### src/rtl/hex_display_sched.sv
// Round-robin scheduler that shares one binary-to-seven-segment converter
// among four display channels, latching each result into that channel's HEX slot.
module hex_display_sched #(
  parameter int unsigned SETTLE = 1
) (
  input  logic        clk,
  input  logic        reset,
  input  logic [3:0]  wr_en,
  input  logic [27:0] wr_data,
  output logic [6:0]  drv_in,
  input  logic [7:0]  drv_out0,
  input  logic [7:0]  drv_out1,
  input  logic        drv_gt99,
  output logic [31:0] hex_ones,
  output logic [31:0] hex_tens,
  output logic [3:0]  ovf,
  output logic        busy,
  output logic        done,
  output logic [1:0]  done_ch
);

  typedef enum logic {
    IDLE = 1'b0,
    WAIT = 1'b1
  } state_e;

  localparam logic [3:0] SETTLE_LAST = 4'(SETTLE - 1);
  localparam logic [7:0] SEG_ZERO    = 8'b1100_0000;

  state_e          state_q, state_d;
  logic [3:0]      cnt_q, cnt_d;
  logic [1:0]      grant_q, grant_d;
  logic [1:0]      last_grant_q, last_grant_d;
  logic [3:0]      pend_q, pend_d;
  logic [3:0][6:0] shadow_q, shadow_d;
  logic [6:0]      drv_in_q, drv_in_d;
  logic [3:0][7:0] hex_ones_q, hex_ones_d;
  logic [3:0][7:0] hex_tens_q, hex_tens_d;
  logic [3:0]      ovf_q, ovf_d;
  logic            busy_q, busy_d;
  logic            done_q, done_d;
  logic [1:0]      done_ch_q, done_ch_d;

  logic            grant_found;
  logic [1:0]      grant_sel;
  logic [1:0]      cand;
  logic [3:0]      clear_mask;

  // Next-state logic: round-robin pick, settle countdown, capture, write path.
  always_comb begin
    state_d      = state_q;
    cnt_d        = cnt_q;
    grant_d      = grant_q;
    last_grant_d = last_grant_q;
    drv_in_d     = drv_in_q;
    hex_ones_d   = hex_ones_q;
    hex_tens_d   = hex_tens_q;
    ovf_d        = ovf_q;
    done_d       = 1'b0;
    done_ch_d    = done_ch_q;
    clear_mask   = 4'b0000;
    grant_found  = 1'b0;
    grant_sel    = last_grant_q;
    cand         = last_grant_q;

    // Search begins one past the last grant so a busy channel cannot starve others.
    for (int k = 1; k <= 4; k++) begin
      cand = last_grant_q + 2'(k);
      if (!grant_found && pend_q[cand]) begin
        grant_found = 1'b1;
        grant_sel   = cand;
      end else begin
        grant_found = grant_found;
      end
    end

    case (state_q)
      IDLE: begin
        if (grant_found) begin
          state_d               = WAIT;
          cnt_d                 = 4'd0;
          grant_d               = grant_sel;
          last_grant_d          = grant_sel;
          drv_in_d              = shadow_q[grant_sel];
          clear_mask[grant_sel] = 1'b1;
        end else begin
          state_d = IDLE;
        end
      end
      WAIT: begin
        if (cnt_q == SETTLE_LAST) begin
          hex_ones_d[grant_q] = drv_out0;
          hex_tens_d[grant_q] = drv_out1;
          ovf_d[grant_q]      = drv_gt99;
          done_d              = 1'b1;
          done_ch_d           = grant_q;
          state_d             = IDLE;
        end else begin
          cnt_d = cnt_q + 4'd1;
        end
      end
      default: begin
        state_d = IDLE;
      end
    endcase

    // A write on the grant edge re-arms the channel: set beats clear.
    pend_d = (pend_q & ~clear_mask) | wr_en;
    for (int i = 0; i < 4; i++) begin
      shadow_d[i] = wr_en[i] ? wr_data[7*i +: 7] : shadow_q[i];
    end

    busy_d = (state_d == WAIT);
  end

  // State and output registers with synchronous reset.
  always_ff @(posedge clk) begin
    if (reset) begin
      state_q      <= IDLE;
      cnt_q        <= 4'd0;
      grant_q      <= 2'd0;
      last_grant_q <= 2'd3;
      pend_q       <= 4'b0000;
      shadow_q     <= '{default: 7'd0};
      drv_in_q     <= 7'd0;
      hex_ones_q   <= '{default: SEG_ZERO};
      hex_tens_q   <= '{default: SEG_ZERO};
      ovf_q        <= 4'b0000;
      busy_q       <= 1'b0;
      done_q       <= 1'b0;
      done_ch_q    <= 2'd0;
    end else begin
      state_q      <= state_d;
      cnt_q        <= cnt_d;
      grant_q      <= grant_d;
      last_grant_q <= last_grant_d;
      pend_q       <= pend_d;
      shadow_q     <= shadow_d;
      drv_in_q     <= drv_in_d;
      hex_ones_q   <= hex_ones_d;
      hex_tens_q   <= hex_tens_d;
      ovf_q        <= ovf_d;
      busy_q       <= busy_d;
      done_q       <= done_d;
      done_ch_q    <= done_ch_d;
    end
  end

  assign drv_in   = drv_in_q;
  assign hex_ones = hex_ones_q;
  assign hex_tens = hex_tens_q;
  assign ovf      = ovf_q;
  assign busy     = busy_q;
  assign done     = done_q;
  assign done_ch  = done_ch_q;

endmodule

### config.mk
export PLATFORM = sky130hd
export DESIGN_NAME = hex_display_sched
export DESIGN_NICKNAME = d
export VERILOG_FILES = /design/src/rtl/hex_display_sched.sv
export SDC_FILE = /design/constraint.sdc
export NUM_CORES = 1
export LEC_CHECK = 0
export ABC_AREA = 1
export CAP_MARGIN = 20
export CORE_UTILIZATION = 48
export CTS_CLUSTER_SIZE = 30
export DETAILED_ROUTE_END_ITERATION = 6
export GPL_TIMING_DRIVEN = 0
export PLACE_DENSITY = 0.86
export RECOVER_POWER = 100
export SKIP_CTS_REPAIR_TIMING = 1
export SYNTH_ARGS = -nofsm -noshare
export SYNTH_HDL_FRONTEND = slang
export SYNTH_SLANG_ARGS = --single-unit
### constraint.sdc
create_clock -name clk -period 2.17 [get_ports clk]
set_input_delay 0.434 -clock clk [delete_from_list [all_inputs] [get_ports clk]]
set_output_delay 0.434 -clock clk [all_outputs]
set_load 0.03 [all_outputs]
* Yosys cells after proc, flatten, opt, wreduce, memory -nomap -nowiden
Index checks and enable logic that the tools add are counted.
** Cells by class
- Add/sub/neg operators :: 4
- Order comparisons :: 8
- Equality and inequality tests :: 2
- Mux-type cells :: 36
- Bitwise logic cells :: 4
- Reductions and logical operators :: 13
** Operators with widths (count)
- bitwise mux 32 bit :: 2
- less-than comparator 2 x 3 -> 1 bit (second input constant) :: 6
- demux 8 bit (select 2 bit) :: 1
- 2-to-1 mux 4 bit :: 4
- binary-select mux 7 bit (select 2 bit) :: 1
- 2-to-1 mux 1 bit :: 13
- binary-select mux 1 bit (select 2 bit) :: 4
- 2-to-1 mux 2 bit :: 4
- 2-to-1 mux 8 bit :: 1
- case mux 4 bit (2 select lines) :: 1
- 2-to-1 mux 7 bit :: 1
- AND reduction 2 bit :: 3
- logical AND 1 bit :: 5
- adder 2 bit (second input constant) :: 2
- adder 4 x 1 -> 4 bit (second input constant) :: 1
- bitwise AND 4 bit :: 1
- bitwise mux 4 bit :: 1
- demux 1 bit (select 2 bit) :: 2
- >= comparator 2 x 1 -> 1 bit (second input constant) :: 2
- logical NOT 4 bit :: 1
- inequality test 2 bit (second input constant) :: 2
- NOT 4 bit :: 1
- bitwise OR 4 bit :: 1
- logical NOT 1 bit :: 3
- other kinds (4) :: 4
** Storage, ports and cells
- Register bits :: 119
- Bits of input ports :: 51
- Output and inout bits :: 79
- Logic and storage cells :: 88

* Depth between registers and ports, before layout
Gate-level depths: netlist of run 1.
- Word-level depth :: 22
- Gate-level depth with buffers :: 14
- Depth with buffers taken out :: 13

* Worst setup path after synthesis of run 1
No wires, ideal clock.
- Kind :: register to register
- Start :: register, netlist name busy
- End :: register hex_ones_q (netlist bit hex_ones[6])
- Arrival :: 1598 ps
- Required time :: 2036 ps
- Slack :: 438 ps
- Stages on the path, launching flop included :: 9
- Clock period less this slack :: 1732 ps
- Cells stage by stage :: dfxtp_1 inv_1 nor2_2 inv_1 nor3_4 clkinv_1 buf_2 nand2_1 nand3_1
** RTL lines
- end signal, assigned :: line 140 : hex_ones_q <= hex_ones_d;
- end, declared :: line 37 : logic [3:0][7:0] hex_ones_q, hex_ones_d;

* Worst setup path after layout of run 1
- Start :: register cnt_q[0]
- End :: register hex_tens_q (netlist bit hex_tens[29])
** On the way
- Word-level cells in the longest chain between the ends :: 2
** Ends and longest elaborated chain
- start, declared :: line 31 : logic [3:0] cnt_q, cnt_d;
- start signal, assigned :: line 134 : cnt_q <= cnt_d;
- logical NOT 4 bit :: line 91 : if (cnt_q == SETTLE_LAST) begin
- AND reduction 2 bit (no source line)
- end signal, assigned :: line 141 : hex_tens_q <= hex_tens_d;
- end, declared :: line 38 : logic [3:0][7:0] hex_tens_q, hex_tens_d;
No other way between the ends.
A chain may end at the register's enable or synchronous reset.

==> impl_metrics.yaml, run 1 <==
status:
  status: "finished with violations"
  violations: "negative setup slack"
floorplan:
  rows: 36
  initial_core_util: 0.495
  dieArea_mm2: 0.0104
  die_w_um: 102
  die_height_um: 102
  io-pin-count: 130
  area_of_the_placeable_core_mm2: 0.00973
synth:
  syn_inst: 635
  mappedNetlistNets: 688
  post_synth_instance_area_mm2: 0.00481
  ys_seq_elements: 119
  cell_with_the_most_instances_after_synthesis: "sky130_fd_sc_hd__nor2_1"
  ys.warnings.count: 0
  ys_seq_area_frac: 0.495
  number_of_enable_flip_flop_cells_after_synthesis: 0
  dominantRegCellSynth: "sky130_fd_sc_hd__dfxtp_1"
  ys_async_sr_fraction: 0
  synth_area_leaders: "sky130_fd_sc_hd__dfxtp_1 (50%), sky130_fd_sc_hd__nor2_1 (13%), sky130_fd_sc_hd__o21ai_0 (9.5%)"
  synth.top_cell.area_share: 0.495
  yosysTopAreaCell: "sky130_fd_sc_hd__dfxtp_1"
  yosysUniqueCellTypes: 31
  synth.avg_cell_area_um2: 7.58
  ys_top_cells_by_count: "sky130_fd_sc_hd__nor2_1 (173), sky130_fd_sc_hd__dfxtp_1 (119), sky130_fd_sc_hd__nand2_1 (91), sky130_fd_sc_hd__o21ai_0 (91), sky130_fd_sc_hd__nand3_1 (67)"
worst_setup_path:
  path_max_fanout: 10
  crit_path_top_delay_cell: "sky130_fd_sc_hd__nor2_1"
  critPathRequiredTime_ps: 2580
  path_common_cell: "sky130_fd_sc_hd__nor2_1"
  path_class: "reg2reg"
  kind_of_capture_point_of_the_worst_setup_path: "flop"
  start_kind: "flop"
  arrival_ps: 2640
  critical-path-max-stage-delay_ps: 550
  crit_chain: "inv_1, ha_1, nand2_1, nor2_2, nand2_1, nor2_1, inv_2, buf_2, nor2_1, nor2_1"
job:
  timing.max_cap.violations: 0
pwr:
  worst_ir_drop_vdd_uv: 844
  intPower_mw: 5.94
  power_frac_seq: 0.286
  power_frac_clock: 0.297
  leakagePower_nw: 2.97
  swShare: 0.399
  pwr-share-comb: 0.417
  switching_power_mw: 3.95
  p_per_cell_area_mw_per_mm2: 1430
  design_power_total_mw: 9.89
clock_network:
  tritoncts.num_buffers: 17
  num_clock_sinks: 119
  clock-root-buffer: "sky130_fd_sc_hd__clkbuf_8"
  clkLatencyLatePin_ps: 530
  htreeDepth: 4
  cts.path.max_buffers: 2
  clock_edge_transition_at_the_registers_on_the_reported_setup_and_hold_paths_ps: 60
  tritoncts: "done"
timing:
  min_period_over_period: 1.03
  worst_clock_skew_ps: 6.58
  worstMarginPinSlew_ps: 690
  report.final.setup_viol: 11
  setup_tns_ps: -184
  setup_repair_after_global_routing_missed_its_margin: "true"
  period_needed_ps: 2230
  final_hold_viol_count: 0
  timing.fmax_ghz: 0.449
  post-route-worst-setup-slack_ps: -59.3
  relSlewSlack: 0.538
  maxSlewViolCount: 0
global_routing:
  wire_length_of_the_first_global_routing_pass_mm: 23.3
  grt-ovfl-total: 0
  antenna_found_initial: 0
  vias_in_the_first_global_route: 4909
  maximum_number_of_pins_on_one_net_before_global_route_repair: 17
  track_usage: 0.296
final_layout:
  finalNetCount: 839
  syn_to_final_growth_pct: 43.7
  antennaDiodeCount: 0
  fill_cells: 720
  utilization: 0.711
  drive_above_1_share: 0.109
  finish.cell_count_without_fillers: 932
route:
  wl_per_cell_um: 16.1
  post-route-drc-count: 0
  via_per_inst: 5.40
  route.vias.total: 5035
  wirelength_mm: 15.0
  drtAntennaViolNets: 0
  drt-pass1-iter-count: 5
  detailedRoute.firstIterationViolations: 358
placed_design:
  gpl.final_weighted_congestion: 0.911
  port_bufs: 129
  hpwlAfterDp_mm: 10.5
  dp_cells: 897
worst_hold_path:
  min_path_type: "reg2reg"
placed cells by master (no fill, tap or decap), types with 2 or more instances in the layout:
master                            Yosys  layout
sky130_fd_sc_hd__nor2_1             173     172
sky130_fd_sc_hd__clkdlybuf4s50_1      0     128
sky130_fd_sc_hd__dfxtp_1            119     119
sky130_fd_sc_hd__nand2_1             91      91
sky130_fd_sc_hd__o21ai_0             91      91
sky130_fd_sc_hd__nand3_1             67      67
sky130_fd_sc_hd__clkbuf_16            0      16
sky130_fd_sc_hd__clkbuf_1            14      15
sky130_fd_sc_hd__inv_1               14      14
sky130_fd_sc_hd__a21oi_2              9       9
sky130_fd_sc_hd__a21oi_1              7       7
sky130_fd_sc_hd__nand2_2              7       7
sky130_fd_sc_hd__buf_2                6       6
sky130_fd_sc_hd__nand2_4              6       6
sky130_fd_sc_hd__inv_2                5       5
sky130_fd_sc_hd__buf_6                5       5
sky130_fd_sc_hd__buf_4                1       4
sky130_fd_sc_hd__bufinv_16            0       4
sky130_fd_sc_hd__clkinv_4             0       4
sky130_fd_sc_hd__clkinvlp_4           0       3
sky130_fd_sc_hd__nor2_2               1       2
sky130_fd_sc_hd__nor2_4               2       2
sky130_fd_sc_hd__inv_4                2       2
sky130_fd_sc_hd__nand3_2              2       2
sky130_fd_sc_hd__ha_1                 2       2
sky130_fd_sc_hd__inv_6                0       2
area by class of cell:
| type | instances | area, um2 | share of cell area |
|---|---|---|---|
| clock buffer | 18 | 418 | 0.0604 |
| inverter | 22 | 88.8 | 0.0128 |
| tap | 133 | 166 | 0.0241 |
| clock inverter | 14 | 200 | 0.0290 |
| buffer | 27 | 166 | 0.0241 |
| timing repair buffer | 132 | 1310 | 0.190 |
| sequential | 119 | 2380 | 0.345 |
| multi-input combinational | 467 | 2180 | 0.315 |
metrics by stage:
stage	hold slack [ps]	cell area (um2)	setup WS (ps)
floorplan	442	4810	438
global placement	439	6270	-230
detailed placement	443	6270	-287
CTS	457	6890	-179
global route	476	6910	-165
finish	458	6910	-59.3
routing by layer:
| layer | vias up | track usage | routed length [um] |
|---|---|---|---|
| met5 | - | 0 | 0 |
| met4 | 0 | 0.156 | 560 |
| met3 | 57 | 0.0793 | 1210 |
| met2 | 252 | 0.488 | 7300 |
| met1 | 2347 | 0.353 | 5910 |
| li1 | 2379 | - | - |
kinds of logic after synthesis:
group / Yosys count / synth area share
simple gates: 352 / 0.317
buf+inv: 49 / 0.0528
compound gates: 112 / 0.128
flops: 119 / 0.495
xor+xnor: 1 / 0.00182
fa+ha+maj: 2 / 0.00520
path summary, 6_finish.rpt:
kind / slack (ps) / start / cells after the start / endpoint
worst max-delay path: -60 / cnt_q[0]$_SDFFE_PP0P_ / 10 / hex_tens[29]$_SDFFE_PP0P_
worst min-delay path: 460 / hex_ones[7]$_SDFFE_PP1P_ / 2 / hex_ones[7]$_SDFFE_PP1P_
worst max register to register: -60 / cnt_q[0]$_SDFFE_PP0P_ / 10 / hex_tens[29]$_SDFFE_PP0P_
worst min register to register: 460 / hex_ones[7]$_SDFFE_PP1P_ / 2 / hex_ones[7]$_SDFFE_PP1P_
critical path: cells and delay by family, from the launching register on:
kind | cells | cell delay (ps)
buf+inv | 3 | 530
flops | 1 | 340
fa+ha+maj | 1 | 160
simple gates | 6 | 1080
power groups by stage:
| stage | logic [mW] | clock network (mW) | registers [mW] |
|---|---|---|---|
| after floorplan | 2.05 | 0 | 3.45 |
| after global placement | 3.85 | 0 | 2.85 |
| after detailed placement | 3.98 | 0 | 2.86 |
| after CTS | 4.03 | 2.94 | 2.82 |
| after global routing | 4.40 | 3.04 | 2.87 |
| final | 4.13 | 2.93 | 2.83 |
registers in the layout, indices dropped and copies added (netlist names):
| register | count |
|---|---|
| hex_ones | 32 |
| shadow_q | 28 |
| cnt_q | 4 |
| pend_q | 4 |
| done | 1 |
| ovf | 4 |
| drv_in | 7 |
| hex_tens | 32 |
| done_ch | 2 |
| grant_q | 2 |
| busy | 1 |
| last_grant_q | 2 |
(Power assumes the default switching activity.)
==> run 2, diff against run 1 <==
--- a/config.mk
+++ b/config.mk
@@ -15,4 +15,5 @@
 export RECOVER_POWER = 100
 export SKIP_CTS_REPAIR_TIMING = 1
+export SKIP_LAST_GASP = 1
 export SYNTH_ARGS = -nofsm -noshare
 export SYNTH_HDL_FRONTEND = slang
==> constraint.sdc (replaced) <==
create_clock -name clk -period 2.17 [get_ports clk]
set_input_delay 0.3255 -clock clk [delete_from_list [all_inputs] [get_ports clk]]
set_output_delay 0.3255 -clock clk [all_outputs]
set_load 0.03 [all_outputs]
==> run 2 against run 1 <==
The flow still finishes with violations (negative setup slack). Worst setup slack stayed put. Register-to-register slack hardly changed. Clock-buffer cell count stayed put. Highest routed layer unchanged. Worst hold slack worse by 69 ps. First-iteration DRC count stayed put. Critical endpoint unchanged. Clock skew stayed put. Global-route usage stayed put.
==> impl_metrics.yaml, run 2 (synthesis results as in run 1) <==
worst_setup_path:
  critical_path.endpoint: "hex_tens[29]$_SDFFE_PP0P_"
  setup.worst_path.start: "cnt_q[0]$_SDFFE_PP0P_"
  kind_of_capture_point_of_the_worst_setup_path: "flop"
  path_class: "reg2reg"
  critical_path_cell_count: 10
  path_common_cell: "sky130_fd_sc_hd__nor2_1"
  r2r.worst_path.cells: 10
  timing.rr.end: "hex_tens[29]$_SDFFE_PP0P_"
  crit_path_top_delay_cell: "sky130_fd_sc_hd__nor2_1"
  timing.critical_path.max_delay_family: "simple AND/OR/NAND/NOR gates"
  start_kind: "flop"
  crit_chain: "inv_1, ha_1, nand2_1, nor2_2, nand2_1, nor2_1, inv_2, buf_2, nor2_1, nor2_1"
  critical_r2r_launch: "cnt_q[0]$_SDFFE_PP0P_"
  path_max_fanout: 10
  critPathRequiredTime_ps: 2580
  arrival_ps: 2640
  critical-path-max-stage-delay_ps: 550
  reg2reg_slack_ps: -60
  cp.buffers_inverters: 3
global_routing:
  maximum_number_of_pins_on_one_net_before_global_route_repair: 17
  track_usage: 0.296
  wire_length_of_the_first_global_routing_pass_mm: 23.3
  vias_in_the_first_global_route: 4909
  antenna_found_initial: 0
  grt-ovfl-total: 0
final_layout:
  finalNetCount: 839
  fill_cells: 720
  antennaDiodeCount: 0
  finish.cell_count_without_fillers: 932
  drive_above_1_share: 0.109
  utilization: 0.711
  layout_common_cells: "sky130_fd_sc_hd__nor2_1 (172), sky130_fd_sc_hd__clkdlybuf4s50_1 (127), sky130_fd_sc_hd__dfxtp_1 (119), sky130_fd_sc_hd__nand2_1 (91), sky130_fd_sc_hd__o21ai_0 (91)"
  syn_to_final_growth_pct: 43.7
  layout.cells.most_common: "sky130_fd_sc_hd__nor2_1"
timing:
  report.final.setup_viol: 11
  min_period_over_period: 1.03
  setup_tns_ps: -184
  final_hold_viol_count: 0
  maxSlewViolCount: 0
  timing.fmax_ghz: 0.449
  worst_clock_skew_ps: 6.58
  relSlewSlack: 0.538
  post-route-worst-setup-slack_ps: -59.3
  worstMarginPinSlew_ps: 690
  setup_repair_after_global_routing_missed_its_margin: "true"
  period_needed_ps: 2230
floorplan:
  area_of_the_placeable_core_mm2: 0.00973
  die_height_um: 102
  die_w_um: 102
  initial_core_util: 0.495
  dieArea_mm2: 0.0104
  rows: 36
  io-pin-count: 130
job:
  timing.max_cap.violations: 0
clock_network:
  htreeDepth: 4
  tritoncts: "done"
  tritoncts.num_buffers: 17
  cts.path.max_buffers: 2
  clock_edge_transition_at_the_registers_on_the_reported_setup_and_hold_paths_ps: 60
  clkLatencyLatePin_ps: 530
  num_clock_sinks: 119
  clock-root-buffer: "sky130_fd_sc_hd__clkbuf_8"
status:
  violations: "negative setup slack"
  status: "finished with violations"
pwr:
  worst_ir_drop_vdd_uv: 844
  power_frac_clock: 0.297
  intPower_mw: 5.94
  leakagePower_nw: 2.97
  switching_power_mw: 3.95
  pwr-share-comb: 0.417
  swShare: 0.399
  p_per_cell_area_mw_per_mm2: 1430
  power_frac_seq: 0.286
route:
  drtAntennaViolNets: 0
  drt-pass1-iter-count: 5
  detailedRoute.firstIterationViolations: 358
  via_per_inst: 5.40
  wirelength_mm: 15.0
  post-route-drc-count: 0
  route.vias.total: 5035
  wl_per_cell_um: 16.1
placed_design:
  dp_cells: 897
  hpwlAfterDp_mm: 10.5
  gpl.final_weighted_congestion: 0.911
  placement.setup.worst_slack_ps: -178
  port_bufs: 129
worst_hold_path:
  min_path_type: "in2reg"
==> run 2: changes by cell type in the layout (fill, tap and decap cells not counted), sizes merged <==
cell | previous run | this run
dlygate4sd3 | 1 | 2
clkdlybuf4s50 | 128 | 127
==> run 2: per-layer routing <==
layer  vias to the layer above  share of wire  global-route usage
met1                      2347           0.39               0.353
met2                       252           0.49               0.488
li1                       2379              -                   -
met5                         -              0                   0
met3                        57          0.081              0.0793
met4                         0          0.037               0.156
==> run 2: layout make-up <==
type | count | area, um2 | area share
Buffer | 27 | 166 | 0.0241
Timing Repair Buffer | 132 | 1310 | 0.190
Tap cell | 133 | 166 | 0.0241
Clock buffer | 18 | 418 | 0.0604
Inverter | 22 | 88.8 | 0.0128
Multi-Input combinational cell | 467 | 2180 | 0.315
Sequential cell | 119 | 2380 | 0.345
Clock inverter | 14 | 200 | 0.0290
==> run 2: per-stage QoR <==
stage	area, um2	total power [mW]	hold slack (ps)
after floorplan	4810	5.50	395
after global placement	6270	6.70	439
after detailed placement	6270	6.83	443
after CTS	6890	9.79	380
after global routing	6910	10.3	402
final	6910	9.89	389
==> run 2: worst min-delay path, cell delays in order <==
cell and delay [ps]:
sky130_fd_sc_hd__clkdlybuf4s50_1 400, sky130_fd_sc_hd__nor2_1 100, sky130_fd_sc_hd__nor2_1 50
==> run 2: how the worst min path moves through the flow <==
| stage | from | end | depth (start not counted) |
|---|---|---|---|
| floorplan | reset | done_ch[1]$_SDFFE_PP0P_ | 1 |
| global placement | hex_ones[31]$_SDFFE_PP1P_ | hex_ones[31]$_SDFFE_PP1P_ | 2 |
| detailed placement | hex_ones[7]$_SDFFE_PP1P_ | hex_ones[7]$_SDFFE_PP1P_ | 2 |
| CTS | wr_data[2] | shadow_q[2]$_SDFFE_PP0P_ | 3 |
| global route | wr_data[19] | shadow_q[19]$_SDFFE_PP0P_ | 3 |
| finish | wr_data[2] | shadow_q[2]$_SDFFE_PP0P_ | 3 |
==> run 2: power by group through the flow <==
| stage | registers (mW) | clock network (mW) | logic [mW] |
|---|---|---|---|
| 2_1_floorplan | 3.45 | 0 | 2.05 |
| 6_report | 2.83 | 2.93 | 4.13 |
| 3_3_place_gp | 2.85 | 0 | 3.85 |
| 5_1_grt | 2.87 | 3.04 | 4.40 |
| 3_5_place_dp | 2.86 | 0 | 3.98 |
| 4_1_cts | 2.82 | 2.94 | 4.03 |
==> RTL edit 1 (settings of run 2) <==
Register the output `done_ch` once more, cleared by the reset; this adds one clock of latency there. The other outputs are not delayed to match.
--- a/src/rtl/hex_display_sched.sv
+++ b/src/rtl/hex_display_sched.sv
@@ -152,7 +152,13 @@
   assign ovf      = ovf_q;
   assign busy     = busy_q;
   assign done     = done_q;
-  assign done_ch  = done_ch_q;
+  always_ff @(posedge clk) begin
+    if (reset) begin
+      done_ch <= '0;
+    end else begin
+      done_ch <= done_ch_q;
+    end
+  end
 
 endmodule
 
Check against the original RTL: not equivalent (a bounded check fails within 4 cycles, from zero or initial values and one cycle with reset high).
==> RTL edit 1 against run 2 <==
- first-iteration DRC count up 23%
- highest routed layer unchanged
- final area up 1.0%
- largest cell class unchanged
- worst setup slack better by 0.20 ns
- wire length up 1.6%
- clock power down 2%
- synthesized cell count up 0.94%
- die area up 1.1%
- sequential cell count up 2
- critical path depth unchanged
- area after synthesis up 1.1%
- total power up 0.36%
==> RTL edit 1: results (changes against run 2) <==
Status: completed
Peak supply drop: 0.7224 mV (-14%)
Worst-Skew Late Latency: 0.53 ns (about the same)
DR iter-0 viols: 439 (+23%)
Largest net degree at the start of global routing: 17 (unchanged)
Share of cells above drive strength 1: 11.52% (+0.64 points)
Fin nets: 847 (+0.95%)
Worst EP arrival: 2.44 ns (-0.20 ns)
Routability Congestion: 0.8821 (-3.1%)
Reg-to-Reg Start: cnt_q[0]$_SDFFE_PP0P_
Synth area leaders: dfxtp_1 50%, nor2_1 13%, o21ai_0 9.5%
Final setup skew: 0.007393 ns (+0.0008095 ns)
Syn nets: 694 (+0.87%)
Leakage: 0.003014 uW (+1.4%)
Seq/Total Area, Yosys: 49.79% (+0.29 points)
Asr flop ratio synth: 0% (unchanged)
R2R Path End: hex_tens[20]$_SDFFE_PP0P_
Avg Cell Area, Syn: 7.589 um^2 (+0.15%)
WL/cell: 16.19 um (+0.73%)
First-pass DRT Iterations: 5 (unchanged)
Post-synth top cells: 174 x nor2_1, 121 x dfxtp_1, 92 x o21ai_0, 90 x nand2_1, 67 x nand3_1
Post-route insts no fill: 940 (+0.86%)
Worst hold path cell count: 3 (unchanged)
Root Driver: clkbuf_8
Yosys cell types: 31 (unchanged)
CTS Buf Count: 17 (unchanged)
Placed Cells incl. Taps: 903 (+0.67%)
Ant. Diodes: 0 (unchanged)
Hold WS: 0.3800 ns (-0.008815 ns)
Hold endpoint: shadow_q[0]$_SDFFE_PP0P_
Hold Path Class: in -> reg
Hold Crit Start: wr_data[0]
Vias: 5111 (+1.5%)
Hpwl dp: 10.10 mm (-3.8%)
Reg2Reg Depth: 10 (unchanged)
Worst reg2reg setup slack: 0.14 ns (+0.20 ns)
Synth Flop Type: dfxtp_1
Number of port buffers: 129 (unchanged)
H-tree Lvls: 4 (unchanged)
Vias in the first global route: 4899 (-0.20%)
Fillers: 740 (+2.8%)
Worst Max-Slew Pin Slew: 0.6460 ns (-0.04418 ns)
Clock buffer depth: 2 (unchanged)
Clock slew at reported path FFs: 0.06 ns (about the same)
Tot GR Track Use: 29.32% (-0.26 points)
First-pass GRT wire length: 23.36 mm (about the same)
[RTL edit 1: changes by cell type in the layout (fill, tap and decap cells not counted), sizes merged]
cell	delta
buf	+2
bufinv	-1
nand2	-1
clkdlybuf4s50	-3
clkbuf	-1
o21ai	+1
a21oi	-1
nor2	+2
clkinv	-1
inv	+5
dfxtp	+2
clkinvlp	+1
dlygate4sd3	+3
[RTL edit 1: power breakdown]
group / switching, uW / internal [uW] / total (uW) / leakage (uW)
Combinational: 2710 / 1460 / 4170 / 0.00173
Clock: 1100 / 1770 / 2870 / 0.000288
Sequential: 243 / 2640 / 2880 / 0.000993
Total: 4050 / 5870 / 9920 / 0.00301
[RTL edit 1: worst max-delay path: stages (launching register included)]
cell	delay (ns)
dfxtp_1	0.34
inv_1	0.09
ha_1	0.16
nand2_1	0.08
nor2_2	0.12
nand2_1	0.12
nor2_2	0.35
inv_2	0.16
buf_2	0.24
nor2_1	0.17
nor2_1	0.08
[RTL edit 1: final cells by class]
class	count	area share, %
Inverter	25	1.523
Buffer	27	2.329
Clock buffer	17	5.931
Tap cell	133	2.383
Timing Repair Buffer	134	19.03
Sequential cell	121	34.69
Multi-Input combinational cell	468	31.39
Clock inverter	15	2.724
[RTL edit 1: routing by layer]
layer / share of wire [%] / GRT usage, %
met4: 3.6 / 14.73
met1: 40 / 35.56
met2: 48 / 47.64
met3: 8.2 / 8.271
met5: 0 / 0
[RTL edit 1: worst max-delay path by stage]
stage	from	to
final	cnt_q[0]$_SDFFE_PP0P_	hex_tens[20]$_SDFFE_PP0P_
after global routing	cnt_q[0]$_SDFFE_PP0P_	hex_tens[29]$_SDFFE_PP0P_
after CTS	cnt_q[0]$_SDFFE_PP0P_	hex_tens[20]$_SDFFE_PP0P_
after detailed placement	reset	hex_tens[12]$_SDFFE_PP0P_
after global placement	reset	hex_tens[11]$_SDFFE_PP0P_
after floorplan	busy$_SDFF_PP0_	hex_ones[14]$_SDFFE_PP1P_
[RTL edit 1: cell families after synthesis]
| group | Yosys count | share of synthesized area (%) |
|---|---|---|
| fa+ha+maj | 2 | 0.5143 |
| simple gates | 353 | 31.53 |
| flops | 121 | 49.79 |
| xor+xnor | 1 | 0.1801 |
| buf+inv | 52 | 5.350 |
| compound gates | 112 | 12.63 |
[RTL edit 1: per-stage QoR]
step           setup slack, ns  TNS (ns)  cell area, um^2  util, %
2_1_floorplan           0.4491         0             4865        -
3_3_place_gp           -0.1728    -3.433             6322    64.39
3_5_place_dp           -0.2724    -5.426             6322    64.39
4_1_cts               -0.02251  -0.08081             6927    70.54
5_1_grt               -0.02423  -0.09229             6983    71.11
6_report                0.1432         0             6983    71.11
==> RTL edit 2 (config.mk and constraints of run 2) <==
Without the edit above. Add an input register stage for `drv_out1`, without a reset; this delays it by one clock. The other inputs are not delayed to match.
--- a/src/rtl/hex_display_sched.sv
+++ b/src/rtl/hex_display_sched.sv
@@ -26,6 +26,12 @@
 
   localparam logic [3:0] SETTLE_LAST = 4'(SETTLE - 1);
   localparam logic [7:0] SEG_ZERO    = 8'b1100_0000;
+
+  logic [7:0] drv_out1_q;
+
+  always_ff @(posedge clk) begin
+    drv_out1_q <= drv_out1;
+  end
 
   state_e          state_q, state_d;
   logic [3:0]      cnt_q, cnt_d;
@@ -90,7 +96,7 @@
       WAIT: begin
         if (cnt_q == SETTLE_LAST) begin
           hex_ones_d[grant_q] = drv_out0;
-          hex_tens_d[grant_q] = drv_out1;
+          hex_tens_d[grant_q] = drv_out1_q;
           ovf_d[grant_q]      = drv_gt99;
           done_d              = 1'b1;
           done_ch_d           = grant_q;
Formal check against the unedited RTL: not equivalent (Yosys sat finds a counterexample within 4 cycles, from zero or initial values and one cycle with reset high).
==> RTL edit 2 against run 2 <==
- global-route usage fell by 1.3 points
- wire length fell by 4.9%
- die area rose by 1.8%
- maximum frequency rose by 13%
- worst setup slack improved by 0.25 ns
- largest cell class unchanged
- via count fell by 0.30%
- critical path depth rose by 1
- total power fell by 0.92%
- synthesized cell count rose by 1.6%
- critical endpoint is now hex_tens[8]$_SDFFE_PP0P_
- final area rose by 0.67%
- clock power fell by 6%
- sequential cell count rose by 8
- area after synthesis rose by 1.9%
==> RTL edit 2: results (changes against run 2) <==
Status: completed
Vias: 5020 (-0.30%)
Met2 WL: 7.113 mm (-2.6%)
Seq pwr share: 30.8% (+2.2 points)
Grt met1 use: 34.37% (-0.89 points)
Placed Cells incl. Taps: 907 (+1.1%)
CLK BUF: 19 (+1)
Synth Area in Compound Gates: 11.79% (-0.97 points)
Yosys cell types: 27 (-13%)
M2 GR Usage: 47.69% (-1.1 points)
DP Area: 6360 um^2 (+1.4%)
Layout non-clock buf frac: 20.74% (-0.66 points)
Worst EP arrival: 2.43 ns (-0.21 ns)
Synth area leaders: dfxtp_1 52%, nor2_1 13%, o21ai_0 9.6%
Peak supply drop: 0.6808 mV (-19%)
Tot GR Track Use: 28.28% (-1.3 points)
Worst-Skew Late Latency: 0.51 ns (-0.02 ns)
Routability Congestion: 0.9457 (+3.8%)
Post-Synth XOR/XNOR Area: 0.1787% (-0.0033 points)
Hpwl dp: 10.12 mm (-3.6%)
Setup slack after placement: -0.009821 ns (+0.1683 ns)
Buffers, non-clock: 157 (-1.3%)
Flops & latches, synth: 127 (+6.7%)
Post-route insts no fill: 939 (+0.75%)
Avg Cell Area, Syn: 7.600 um^2 (+0.29%)
Share of cells above drive strength 1: 9.305% (-1.6 points)
Multi-input gate area: 2132 um^2 (-2.1%)
DR iter-0 viols: 382 (+6.7%)
Vias in the first global route: 4829 (-1.6%)
Critical path's largest stage delay: 0.33 ns (-0.22 ns)
Worst Max-Slew Pin Slew: 0.5599 ns (-0.1303 ns)
Register Area: 2542 um^2 (+6.7%)
Adder-cell area share of the yosys netlist: 0.5105% (-0.0096 points)
Worst hold path cell count: 1 (-2)
Fin nets: 846 (+0.83%)
Post-synth top cells: 174 x nor2_1, 127 x dfxtp_1, 94 x o21ai_0, 91 x nand2_1, 68 x nand3_1
Leakage: 0.002887 uW (-2.9%)
Logic pwr share: 41.0% (-0.7 points)
Logic inverters: 23 (+4.5%)
Fillers: 795 (+10%)
## RTL edit 2: cell count changes after synthesis, moves of 3 or more
cell      before  now
o21ai_0       91   94
dfxtp_1      119  127
clkinv_1       1    4
a21oi_2        9    2
a21oi_1        7   12
## RTL edit 2: worst paths after layout
| kind | startpoint | end | slack [ns] |
|---|---|---|---|
| worst max-delay path | cnt_q[0]$_SDFFE_PP0P_ | hex_tens[8]$_SDFFE_PP0P_ | 0.19 |
| worst min-delay path | drv_out1[6] | drv_out1_q[6]$_DFF_P_ | 0.36 |
| worst max register to register | cnt_q[0]$_SDFFE_PP0P_ | hex_tens[8]$_SDFFE_PP0P_ | 0.19 |
| worst min register to register | hex_tens[7]$_SDFFE_PP1P_ | hex_tens[7]$_SDFFE_PP1P_ | 0.47 |
## RTL edit 2: critical path, delay by kind of cell, from the launching register on
family	cells	cell delay, ns
and+or+nand+nor	6	0.81
buffers and inverters	4	0.60
DFF	1	0.33
adders and majority gates	1	0.16
